File: src/rtl/ifetch_if.sv
// Fetch-unit bundle: instruction-memory read port, decode handshake,
// execute redirect and misalign flag.
interface ifetch_if;
  logic [7:0]  adr;
  logic [31:0] Din;
  logic        out_valid;
  logic        out_ready;
  logic [31:0] out_instr;
  logic [7:0]  out_pc;
  logic        redirect_valid;
  logic [7:0]  redirect_pc;
  logic        misalign;

  modport master (
    output adr,
    input  Din,
    output out_valid,
    input  out_ready,
    output out_instr,
    output out_pc,
    input  redirect_valid,
    input  redirect_pc,
    output misalign
  );

  modport slave (
    input  adr,
    output Din,
    input  out_valid,
    output out_ready,
    input  out_instr,
    input  out_pc,
    output redirect_valid,
    output redirect_pc,
    input  misalign
  );
endinterface

File: src/rtl/ifetch.sv
// Instruction fetch: PC owner, 1-cycle ROM latency absorber, skid-buffered output.
// Define IFETCH_MISALIGN_TRAP_EN to halt on misaligned redirect targets.
module ifetch #(
  parameter logic [7:0] RESET_PC = 8'h00
) (
  input  logic     clock,
  input  logic     reset,
  ifetch_if.master bus
);

  typedef enum logic [1:0] {RUN, HOLD, FLUSH, HALT} state_e;

  state_e      state_q, state_d;
  logic [7:0]  fetch_pc_q, fetch_pc_d;
  logic        inf_v_q, inf_v_d;
  logic [7:0]  inf_pc_q, inf_pc_d;
  logic        out_v_q, out_v_d;
  logic [31:0] out_instr_q, out_instr_d;
  logic [7:0]  out_pc_q, out_pc_d;
  logic        skid_v_q, skid_v_d;
  logic [31:0] skid_instr_q, skid_instr_d;
  logic [7:0]  skid_pc_q, skid_pc_d;
  logic        mis_q, mis_d;

  logic out_free;
  logic stall_inf;
  logic can_issue;

  assign out_free  = ~out_v_q | bus.out_ready;
  assign stall_inf = out_v_q & ~bus.out_ready & inf_v_q;

  // HOLD may issue on the edge the skid drains, keeping the resume bubble-free
  always_comb begin
    can_issue = 1'b0;
    unique case (state_q)
      RUN:   can_issue = ~skid_v_q & ~stall_inf;
      HOLD:  can_issue = out_free & ~stall_inf;
      FLUSH: can_issue = 1'b1;
      HALT:  can_issue = 1'b0;
    endcase
  end

  always_comb begin
    state_d      = state_q;
    fetch_pc_d   = fetch_pc_q;
    inf_v_d      = inf_v_q;
    inf_pc_d     = inf_pc_q;
    out_v_d      = out_v_q;
    out_instr_d  = out_instr_q;
    out_pc_d     = out_pc_q;
    skid_v_d     = skid_v_q;
    skid_instr_d = skid_instr_q;
    skid_pc_d    = skid_pc_q;
    mis_d        = mis_q;

    if (out_free) begin
      if (skid_v_q) begin
        out_v_d      = 1'b1;
        out_instr_d  = skid_instr_q;
        out_pc_d     = skid_pc_q;
        skid_v_d     = inf_v_q;
        skid_instr_d = bus.Din;
        skid_pc_d    = inf_pc_q;
      end else if (inf_v_q) begin
        out_v_d     = 1'b1;
        out_instr_d = bus.Din;
        out_pc_d    = inf_pc_q;
      end else begin
        out_v_d = 1'b0;
      end
    end else if (inf_v_q) begin
      skid_v_d     = 1'b1;
      skid_instr_d = bus.Din;
      skid_pc_d    = inf_pc_q;
    end

    if (can_issue) begin
      inf_v_d    = 1'b1;
      inf_pc_d   = fetch_pc_q;
      fetch_pc_d = fetch_pc_q + 8'd4;
    end else begin
      inf_v_d = 1'b0;
    end

    if (skid_v_d)
      state_d = HOLD;
    else if (state_q == HALT)
      state_d = HALT;
    else
      state_d = RUN;

    if (bus.redirect_valid) begin
      out_v_d    = 1'b0;
      skid_v_d   = 1'b0;
      inf_v_d    = 1'b0;
      fetch_pc_d = {bus.redirect_pc[7:2], 2'b00};
      state_d    = FLUSH;
      mis_d      = 1'b0;
`ifdef IFETCH_MISALIGN_TRAP_EN
      if (bus.redirect_pc[1:0] != 2'b00) begin
        mis_d   = 1'b1;
        state_d = HALT;
      end
`endif
    end
  end

  always_ff @(posedge clock or posedge reset) begin
    if (reset) begin
      state_q      <= RUN;
      fetch_pc_q   <= RESET_PC;
      inf_v_q      <= 1'b0;
      inf_pc_q     <= 8'h00;
      out_v_q      <= 1'b0;
      out_instr_q  <= 32'h0;
      out_pc_q     <= 8'h00;
      skid_v_q     <= 1'b0;
      skid_instr_q <= 32'h0;
      skid_pc_q    <= 8'h00;
      mis_q        <= 1'b0;
    end else begin
      state_q      <= state_d;
      fetch_pc_q   <= fetch_pc_d;
      inf_v_q      <= inf_v_d;
      inf_pc_q     <= inf_pc_d;
      out_v_q      <= out_v_d;
      out_instr_q  <= out_instr_d;
      out_pc_q     <= out_pc_d;
      skid_v_q     <= skid_v_d;
      skid_instr_q <= skid_instr_d;
      skid_pc_q    <= skid_pc_d;
      mis_q        <= mis_d;
    end
  end

  assign bus.adr       = fetch_pc_q;
  assign bus.out_valid = out_v_q;
  assign bus.out_instr = out_instr_q;
  assign bus.out_pc    = out_pc_q;

`ifdef IFETCH_MISALIGN_TRAP_EN
  assign bus.misalign = mis_q;
`else
  logic unused_mis;
  logic unused_lsb;
  assign unused_mis   = mis_q;
  assign unused_lsb   = ^bus.redirect_pc[1:0];
  assign bus.misalign = 1'b0;
`endif

endmodule
File: src/flat_wrapper.sv
// flat-port wrapper written by rule: the top's interface ports become plain ports
module ifetch_flat 
#(
  parameter logic [7:0] RESET_PC = 8'h00
)
  (clock, reset, bus_adr, bus_Din, bus_out_valid, bus_out_ready, bus_out_instr, bus_out_pc, bus_redirect_valid, bus_redirect_pc, bus_misalign);
  ifetch_if bus_i ();
  input  logic clock;
  input  logic reset;
  output wire logic [$bits(bus_i.adr)-1:0] bus_adr;
  input wire logic [$bits(bus_i.Din)-1:0] bus_Din;
  output wire logic [$bits(bus_i.out_valid)-1:0] bus_out_valid;
  input wire logic [$bits(bus_i.out_ready)-1:0] bus_out_ready;
  output wire logic [$bits(bus_i.out_instr)-1:0] bus_out_instr;
  output wire logic [$bits(bus_i.out_pc)-1:0] bus_out_pc;
  input wire logic [$bits(bus_i.redirect_valid)-1:0] bus_redirect_valid;
  input wire logic [$bits(bus_i.redirect_pc)-1:0] bus_redirect_pc;
  output wire logic [$bits(bus_i.misalign)-1:0] bus_misalign;
  assign bus_adr = bus_i.adr;
  assign bus_i.Din = bus_Din;
  assign bus_out_valid = bus_i.out_valid;
  assign bus_i.out_ready = bus_out_ready;
  assign bus_out_instr = bus_i.out_instr;
  assign bus_out_pc = bus_i.out_pc;
  assign bus_i.redirect_valid = bus_redirect_valid;
  assign bus_i.redirect_pc = bus_redirect_pc;
  assign bus_misalign = bus_i.misalign;
  ifetch #(.RESET_PC(RESET_PC)) u_core (.clock(clock), .reset(reset), .bus(bus_i));
endmodule
File: config.mk
export PLATFORM = sky130hd
export DESIGN_NAME = ifetch_flat
export DESIGN_NICKNAME = d
export VERILOG_FILES = /design/src/rtl/ifetch_if.sv /design/src/rtl/ifetch.sv /design/src/flat_wrapper.sv
export SDC_FILE = /design/constraint.sdc
export NUM_CORES = 1
export LEC_CHECK = 0
export ABC_CLOCK_PERIOD_IN_PS = 3100
export CORE_UTILIZATION = 47
export CTS_BUF_LIST = sky130_fd_sc_hd__clkbuf_8
export CTS_CLUSTER_DIAMETER = 30
export DETAILED_ROUTE_END_ITERATION = 10
export GPL_ROUTABILITY_DRIVEN = 0
export PLACE_DENSITY_LB_ADDON = 0.12
export SYNTH_ARGS = -nofsm -noshare
export SYNTH_HDL_FRONTEND = slang
export SYNTH_SLANG_ARGS = --single-unit
File: constraint.sdc
create_clock -name clock -period 3.1 [get_ports clock]
set_clock_uncertainty 0.2 [all_clocks]
set_input_delay 0.62 -clock clock [delete_from_list [all_inputs] [get_ports clock]]
set_output_delay 0.62 -clock clock [all_outputs]
set_load 0.05 [all_outputs]
After elaboration in Yosys (flattened, before gate mapping)
Cells that the tools add are included.
W data, S select, Z words.
Storage, ports and cells
  register bits: 101
  input port bits: 44
  logic and storage cells: 55
Cells by class
  $add $sub $neg: 1
  equality and inequality tests: 4
  mux-type cells: 24
  bitwise logic cells: 9
  reduce and logical (&&, ||, !) cells: 7
Operators by type and width (number)
  $mux W32: 4
  $mux W8: 6
  $mux W1: 10
  $add A8 B3 Y8 const B: 1
  $reduce_bool A2 Y1: 4
  $mux W2: 3
  $and A1 B1 Y1: 4
  $eq A2 B2 Y1 const B: 2
  $not A1 Y1: 4
  $pmux W1 S4: 1
  $reduce_and A2 Y1: 2
  $eq A2 B1 Y1 const B: 1
  $logic_not A2 Y1: 1
  $ne A2 B1 Y1 const B: 1
  $or A1 B1 Y1: 1

Depth between registers and ports, before layout
Gate-level depths: netlist (run 1).
  word-level depth: 8
  mapped depth: 7
  mapped depth without buffers: 4

Least setup slack after synthesis (run 1)
OpenSTA, ideal clock, no wires.
  path kind: register to register
  start: register u_core.out_v_q, in the netlist u_core.bus.out_valid
  end: register u_core.skid_instr_q[0]
  arrival time: 1.798 ns
  data required time: 2.775 ns
  path slack: 0.977 ns
  stages on the path, launching flop included: 6
  cell sequence: dfrtp_1 > and2b_2 > mux2i_1 > buf_4 > buf_4 > mux2_2
Between the ends
  cells in the longest elaborated chain, start to end: 4
RTL lines
  start, declared: RTL line ifetch.sv:17  | logic out_v_q, out_v_d;
  start signal, assigned: RTL line ifetch.sv:126  | out_v_q <= out_v_d;
  $not A1 Y1 (*): RTL line ifetch.sv:29  | assign out_free = ~out_v_q | bus.out_ready;
  $or A1 B1 Y1 (*): RTL line ifetch.sv:29
  $ne A2 B1 Y1 (no line) / $reduce_bool A2 Y1 (equally long branches)
  $reduce_and A2 Y1 (no line)
  end signal, assigned: RTL line ifetch.sv:130  | skid_instr_q <= skid_instr_d;
  end, declared: RTL line ifetch.sv:21  | logic [31:0] skid_instr_q, skid_instr_d;
Every way passes the cells marked *; elsewhere a longest branch is shown, timed or not.
A chain may end at the register's enable or synchronous reset.

Worst setup path in the final report (run 1)
  start: register u_core.fetch_pc_q[2], in the netlist u_core.bus.adr[2]
  end: output bus_adr[2]
RTL lines
  start, declared: RTL line ifetch.sv:14  | logic [7:0] fetch_pc_q, fetch_pc_d;
  start signal, assigned: RTL line ifetch.sv:123  | fetch_pc_q <= fetch_pc_d;
  end, declared: RTL line flat_wrapper.sv:10  | output wire logic [$bits(bus_i.adr)-1:0] bus_adr;
No word-level cell between the ends.

==> results of run 1 <==
## cells in the mapped netlist, drive strengths merged
master  number  area (µm²)
conb         1        3.75
mux2i       40         400
a21o         1        7.51
nand2b       5        31.3
ha           1        12.5
and3         6        37.5
and2b        1        8.76
or3          1        6.26
dfrtp       93        2330
nand2        3        11.3
o311ai       1        26.3
a21oi       43         219
inv          5        18.8
buf         20         125
nand4        1        6.26
xnor2        1        8.76
mux2        44         495
a31o         1        8.76
nor3         1        5.00
o31a         4        35.0
clkbuf       4        15.0
nor2b        2        20.0
o21ai        3        15.0
nor2        43         161
## state kept, by name (all words and copies together), names as in the netlist
signal,count
u_core.bus.out_valid,1
u_core.inf_v_q,1
u_core.bus.out_pc,6
u_core.skid_v_q,1
u_core.inf_pc_q,6
u_core.state_q,2
u_core.skid_pc_q,6
u_core.skid_instr_q,32
u_core.bus.adr,6
u_core.bus.out_instr,32
## cells by family (layout without fill, tap and decap cells)
| logic type | Yosys count | in the layout | share of synthesized area (%) |
|---|---|---|---|
| compound gates | 53 | 53 | 7.78 |
| xor+xnor | 1 | 1 | 0.219 |
| fa+ha+maj | 1 | 1 | 0.312 |
| buf+inv | 29 | 114 | 3.97 |
| flops | 93 | 93 | 58.1 |
| mux | 84 | 84 | 22.4 |
| other cells | 1 | 5 | 0.0936 |
| simple gates | 63 | 63 | 7.18 |
## how the worst max path moves through the flow
| stage | endpoint | slack, ns |
|---|---|---|
| CTS | bus_adr[2] | 0.61 |
| global route | bus_adr[2] | 0.56 |
| finish | bus_adr[2] | 0.63 |
| floorplan | u_core.skid_instr_q[0]$_DFFE_PP0P_ | 0.98 |
| detailed placement | u_core.skid_instr_q[6]$_DFFE_PP0P_ | 0.41 |
| global placement | u_core.skid_instr_q[23]$_DFFE_PP0P_ | 0.43 |
## area by class of cell
| cell class | instances | area, µm² | area share, % |
|---|---|---|---|
| tap | 105 | 131 | 2.55 |
| sequential | 93 | 2330 | 45.2 |
| multi-input combinational | 207 | 1560 | 30.2 |
| clock inverter | 7 | 67.6 | 1.31 |
| inverter | 5 | 22.5 | 0.437 |
| clock buffer | 9 | 124 | 2.40 |
| timing repair buffer | 93 | 926 | 18.0 |
## power groups by stage
| stage | registers [µW] | logic, µW | clock network, µW |
|---|---|---|---|
| after floorplan | 2020 | 410 | 0 |
| after global placement | 1680 | 1090 | 0 |
| after detailed placement | 1690 | 1110 | 0 |
| after CTS | 1670 | 1120 | 803 |
| after global routing | 1710 | 1170 | 862 |
| final | 1670 | 1100 | 779 |
## through the flow
stage | util [%] | hold WS (ns) | cells | setup WS, ns | total power, µW
CTS | 62.7 | 0.313 | 519 | 0.608 | 3590
finish | 62.7 | 0.309 | 519 | 0.631 | 3550
global route | 62.7 | 0.324 | 519 | 0.559 | 3740
floorplan | - | 0.279 | 329 | 0.977 | 2430
global placement | 60.4 | 0.287 | 503 | 0.431 | 2760
detailed placement | 60.4 | 0.293 | 503 | 0.407 | 2800
## metal layers
metal	track usage, %	wire, µm
met3	4.29	351
met5	0	0
met4	4.23	70
met1	23.4	3410
met2	28.7	3440
==> impl_metrics.json, run 1 <==
{
  "timing.fmax_mhz": 405,
  "drv_cap": 0,
  "cts_max_path_buffers": 2,
  "hold_depth": 1,
  "route.detailed.vias_per_inst": 5.03,
  "die-width_um": 94.3,
  "syn-cell-area_um2": 4010,
  "area_delta_synth_final_pct": 28.7,
  "antenna_violations_before_repair": 0,
  "timing.critical_path.required_ns": 2.28,
  "yosys.cell_types.count": 30,
  "r2r.worst_path.cells": 5,
  "first_global_vias": 2598,
  "drc": 0,
  "drt.antenna.violating_nets": 0,
  "critical_path.max_stage_delay_ns": 0.84,
  "timing.critical_path.fanout_max": 6,
  "die_area_um2": 8900,
  "synth-seq-cells": 93,
  "dr.pass1.iters": 4,
  "type_of_element_capturing_the_critical_path": "primary output",
  "timing.critical_path.depth": 1,
  "grt_overflow": 0,
  "layout_commonest_cell": "sky130_fd_sc_hd__dfrtp_1",
  "fp-row-count": 33,
  "holdCritPathClass": "reg -> reg",
  "cts-buffers-inserted": 9,
  "timing.critical_path.from": "u_core.bus.adr[2]$_DFFE_PP0P_",
  "fin_area_um2": 5150,
  "placedInstanceArea_um2": 4960,
  "power.combinational.fraction_pct": 31.0,
  "cp.arrival_ns": 1.65,
  "postSynthCellCount": 325,
  "die_h_um": 94.3,
  "net_total_in_the_final_layout": 454,
  "regToRegSetupSlack_ns": 0.99,
  "clock_tree_from_tritoncts": "yes",
  "track_usage_pct": 17.5,
  "synth_area_per_cell_um2": 12.3,
  "power_report.internal_total_uw": 2340,
  "critical_path_class": "reg -> out",
  "switchingPower_uw": 1200,
  "detailroute.via_count": 2612,
  "cp.buffers_inverters": 1,
  "timing.rr.end": "u_core.bus.adr[4]$_DFFE_PP0P_",
  "timing.final.setup_violations": 0,
  "grt_max_degree": 94,
  "cts-hold-fix-buffers": 0,
  "final_max_slew_viol_count": 0,
  "post_cts.resized_instances": 0,
  "timing.setup.tns_ns": 0,
  "finalHoldViolations": 0,
  "floorplan.initialDensity_pct": 48.8,
  "cp_slowest_cell": "sky130_fd_sc_hd__clkdlybuf4s50_1",
  "fp.coreArea_um2": 8220,
  "post_route_cells_drive_above_1_share_pct": 18.1,
  "share_seq_of_total_power_pct": 47.0,
  "critical_path.cell_chain": "clkdlybuf4s50_1",
  "cts_root_buffer": "sky130_fd_sc_hd__clkbuf_8",
  "n_antenna_cell": 0,
  "rsz0062_at_grt": "no",
  "period_needed_ns": 2.47,
  "synth_sequential_area_ratio_pct": 58.1,
  "drt_wl_total_um": 7260,
  "cts_num_sinks": 93,
  "placement.io_buffers": 86,
  "switching_portion_of_total_power_pct": 33.9,
  "cts_post_setup_buffers_inserted": 0,
  "timing_worst_slew_pin_value_ns": 0.603,
  "rr_startpoint": "u_core.skid_v_q$_DFF_PP0_",
  "run_status": "finished clean",
  "clkLatencyLatePin_ns": 0.35,
  "hpwl_um": 4780,
  "commonest_cells_after_routing_fill_and_taps_aside": "sky130_fd_sc_hd__dfrtp_1 (92), sky130_fd_sc_hd__clkdlybuf4s50_1 (86), sky130_fd_sc_hd__mux2_2 (44)",
  "global_route_wire_length_before_repair_um": 12100,
  "fillerInstances": 676,
  "cellLeakagePower_uw": 0.00211,
  "slew_headroom_pct": 59.7,
  "clkTransAtPathRegs_ns": 0.08,
  "avgRoutedWirePerCell_um": 14.0,
  "count_of_h_tree_levels_built_during_cts": 3,
  "clock_power_share_pct": 22.0,
  "setup.worst_path.start_class": "register",
  "ioPinCount": 94,
  "cp_top_family": "buffers and inverters",
  "power_density_nw_per_um2": 688,
  "fin_crit_sh_pct": 79.6,
  "vdd.ir_drop.worst_uv": 326,
  "worstHoldEndpoint": "u_core.skid_pc_q[2]$_DFFE_PP0P_",
  "synth_warnings": 0,
  "hold_path.startpoint": "u_core.skid_pc_q[2]$_DFFE_PP0P_",
  "drt-initial-drc-count": 85
}
No activity file was read; power rests on OpenSTA's default activity.
==> run 2, diff against run 1 <==
--- a/config.mk
+++ b/config.mk
@@ -5,7 +5,7 @@
 export SDC_FILE = /design/constraint.sdc
 export NUM_CORES = 1
 export LEC_CHECK = 0
-export ABC_CLOCK_PERIOD_IN_PS = 3100
+export ABC_CLOCK_PERIOD_IN_PS = 2000
 export CORE_UTILIZATION = 47
 export CTS_BUF_LIST = sky130_fd_sc_hd__clkbuf_8
 export CTS_CLUSTER_DIAMETER = 30
==> constraint.sdc (replaced) <==
create_clock -name clock -period 2 [get_ports clock]
set_clock_uncertainty 0.2 [all_clocks]
set_input_delay 0.4 -clock clock [delete_from_list [all_inputs] [get_ports clock]]
set_output_delay 0.4 -clock clock [all_outputs]
set_load 0.05 [all_outputs]
==> run 2 against run 1 <==
Critical path depth is 4 higher. Register-to-register slack worse by 0.77 ns. Clock power is 59% higher. Core utilization hardly changed. First-iteration DRC count is 11% higher. Non-clock buffer count is 8 higher. Critical path type is now in -> reg.
==> impl_metrics.json, run 2 (synthesis results as in run 1) <==
{
  "cp.arrival_ns": 1.99,
  "antenna_violations_before_repair": 0,
  "timing.rr.end": "u_core.bus.adr[4]$_DFFE_PP0P_",
  "detailroute.via_count": 2666,
  "post_route_cells_drive_above_1_share_pct": 30.6,
  "n_antenna_cell": 0,
  "drv_cap": 0,
  "cts-buffers-inserted": 9,
  "avgRoutedWirePerCell_um": 13.9,
  "setup.worst_path.start_class": "primary input",
  "cp_top_family": "multiplexers",
  "hold_depth": 1,
  "rr_startpoint": "u_core.skid_v_q$_DFF_PP0_",
  "worstHoldEndpoint": "u_core.skid_instr_q[2]$_DFFE_PP0P_",
  "hold_path.startpoint": "u_core.skid_instr_q[2]$_DFFE_PP0P_",
  "cts_num_sinks": 93,
  "vdd.ir_drop.worst_uv": 494,
  "first_global_vias": 2586,
  "critical_path_class": "in -> reg",
  "cts_post_setup_buffers_inserted": 0,
  "die_area_um2": 8900,
  "cts_root_buffer": "sky130_fd_sc_hd__clkbuf_8",
  "power_density_nw_per_um2": 1070,
  "fp-row-count": 33,
  "grt_overflow": 0,
  "clkLatencyLatePin_ns": 0.34,
  "track_usage_pct": 17.5,
  "type_of_element_capturing_the_critical_path": "register",
  "placedInstanceArea_um2": 4950,
  "dr.pass1.iters": 4,
  "finalHoldViolations": 0,
  "floorplan.initialDensity_pct": 48.8,
  "regToRegSetupSlack_ns": 0.22,
  "ioPinCount": 94,
  "clock_tree_from_tritoncts": "yes",
  "area_delta_synth_final_pct": 28.6,
  "commonest_cells_after_routing_fill_and_taps_aside": "sky130_fd_sc_hd__dfrtp_1 (91), sky130_fd_sc_hd__buf_4 (55), sky130_fd_sc_hd__mux2_2 (44)",
  "drt_wl_total_um": 7310,
  "route.detailed.vias_per_inst": 5.07,
  "critical_path.cell_chain": "clkdlybuf4s50_1, and2b_4, mux2i_4, buf_12, mux2_2",
  "critical_path.max_stage_delay_ns": 0.40,
  "layout_commonest_cell": "sky130_fd_sc_hd__dfrtp_1",
  "timing.critical_path.from": "bus_out_ready",
  "fin_area_um2": 5150,
  "run_status": "finished clean",
  "timing.fmax_mhz": 510,
  "r2r.worst_path.cells": 5,
  "drt.antenna.violating_nets": 0,
  "drc": 0,
  "cp_slowest_cell": "sky130_fd_sc_hd__clkdlybuf4s50_1",
  "cellLeakagePower_uw": 0.00219,
  "rsz0062_at_grt": "no",
  "count_of_h_tree_levels_built_during_cts": 3,
  "fillerInstances": 678,
  "net_total_in_the_final_layout": 462,
  "clkTransAtPathRegs_ns": 0.08,
  "fin_crit_sh_pct": 98.1,
  "hpwl_um": 4830,
  "fp.coreArea_um2": 8220,
  "period_needed_ns": 1.96,
  "timing.final.setup_violations": 0,
  "layout.core_utilization_pct": 62.7,
  "die-width_um": 94.3,
  "grt_max_degree": 94,
  "global_route_wire_length_before_repair_um": 12000,
  "die_h_um": 94.3,
  "timing.critical_path.required_ns": 2.03,
  "cts_max_path_buffers": 2,
  "final_max_slew_viol_count": 0,
  "holdCritPathClass": "reg -> reg",
  "cp.buffers_inverters": 2,
  "drt-initial-drc-count": 94,
  "timing.critical_path.fanout_max": 22,
  "placement.io_buffers": 86
}
-- run 2: changes by cell type in the layout (fill, tap and decap cells not counted), sizes merged --
| cell | previous run | this run |
|---|---|---|
| buf | 7 | 60 |
| clkdlybuf4s50 | 86 | 41 |
| inv | 6 | 4 |
| clkbuf | 9 | 10 |
| clkinv | 2 | 1 |
| clkinvlp | 3 | 4 |
-- run 2: layout make-up --
type / count / area, µm² / share of cell area [%]
Sequential cell: 93 / 2330 / 45.2
Multi-Input combinational cell: 207 / 1560 / 30.2
Timing Repair Buffer: 101 / 915 / 17.7
Clock buffer: 10 / 138 / 2.67
Tap cell: 105 / 131 / 2.55
Clock inverter: 5 / 61.3 / 1.19
Inverter: 5 / 22.5 / 0.437
-- run 2: worst register-to-register path, stage by stage, from the launching register on --
cell                       delay (ns)
sky130_fd_sc_hd__dfrtp_2         0.46
sky130_fd_sc_hd__or3_1           0.37
sky130_fd_sc_hd__o311ai_4        0.11
sky130_fd_sc_hd__buf_12          0.19
sky130_fd_sc_hd__a21oi_1         0.08
sky130_fd_sc_hd__o31a_1          0.28
-- run 2: routing by layer --
metal	vias to the layer above	track usage (%)	wire, µm
li1	1301	-	-
met2	54	29.0	3600
met5	-	0	0
met4	0	8.08	129
met1	1302	22.4	3290
met3	9	2.91	293
-- run 2: how the worst max path moves through the flow --
stage,to,depth (start not counted)
final,u_core.skid_instr_q[16]$_DFFE_PP0P_,5
after global routing,u_core.skid_instr_q[31]$_DFFE_PP0P_,5
after CTS,u_core.skid_pc_q[6]$_DFFE_PP0P_,5
after detailed placement,u_core.skid_pc_q[6]$_DFFE_PP0P_,5
after global placement,u_core.skid_instr_q[5]$_DFFE_PP0P_,5
after floorplan,u_core.skid_instr_q[0]$_DFFE_PP0P_,5
-- run 2: power by group --
group | internal, µW | switching (µW) | total [µW]
sequential | 2340 | 246 | 2580
clock | 607 | 629 | 1240
combinational | 687 | 997 | 1680
total | 3630 | 1870 | 5500
-- run 2: stage by stage --
| stage | worst slack [ns] | cells | setup TNS (ns) | total power, µW | hold WS [ns] |
|---|---|---|---|---|---|
| after floorplan | 0.0177 | 329 | 0 | 3770 | 0.279 |
| after global placement | -0.319 | 511 | -14.49 | 4260 | 0.287 |
| after detailed placement | -0.339 | 511 | -15.18 | 4320 | 0.294 |
| after CTS | 0.0320 | 526 | 0 | 5570 | 0.313 |
| after global routing | 0.0210 | 526 | 0 | 5780 | 0.323 |
| final | 0.0381 | 526 | 0 | 5500 | 0.311 |
-- run 2: timing repair --
item / 4_1_cts / 5_1_grt
hold buffers: 0 / 0
gates resized for setup: 0 / 2
setup endpoints to repair: 0 / 1
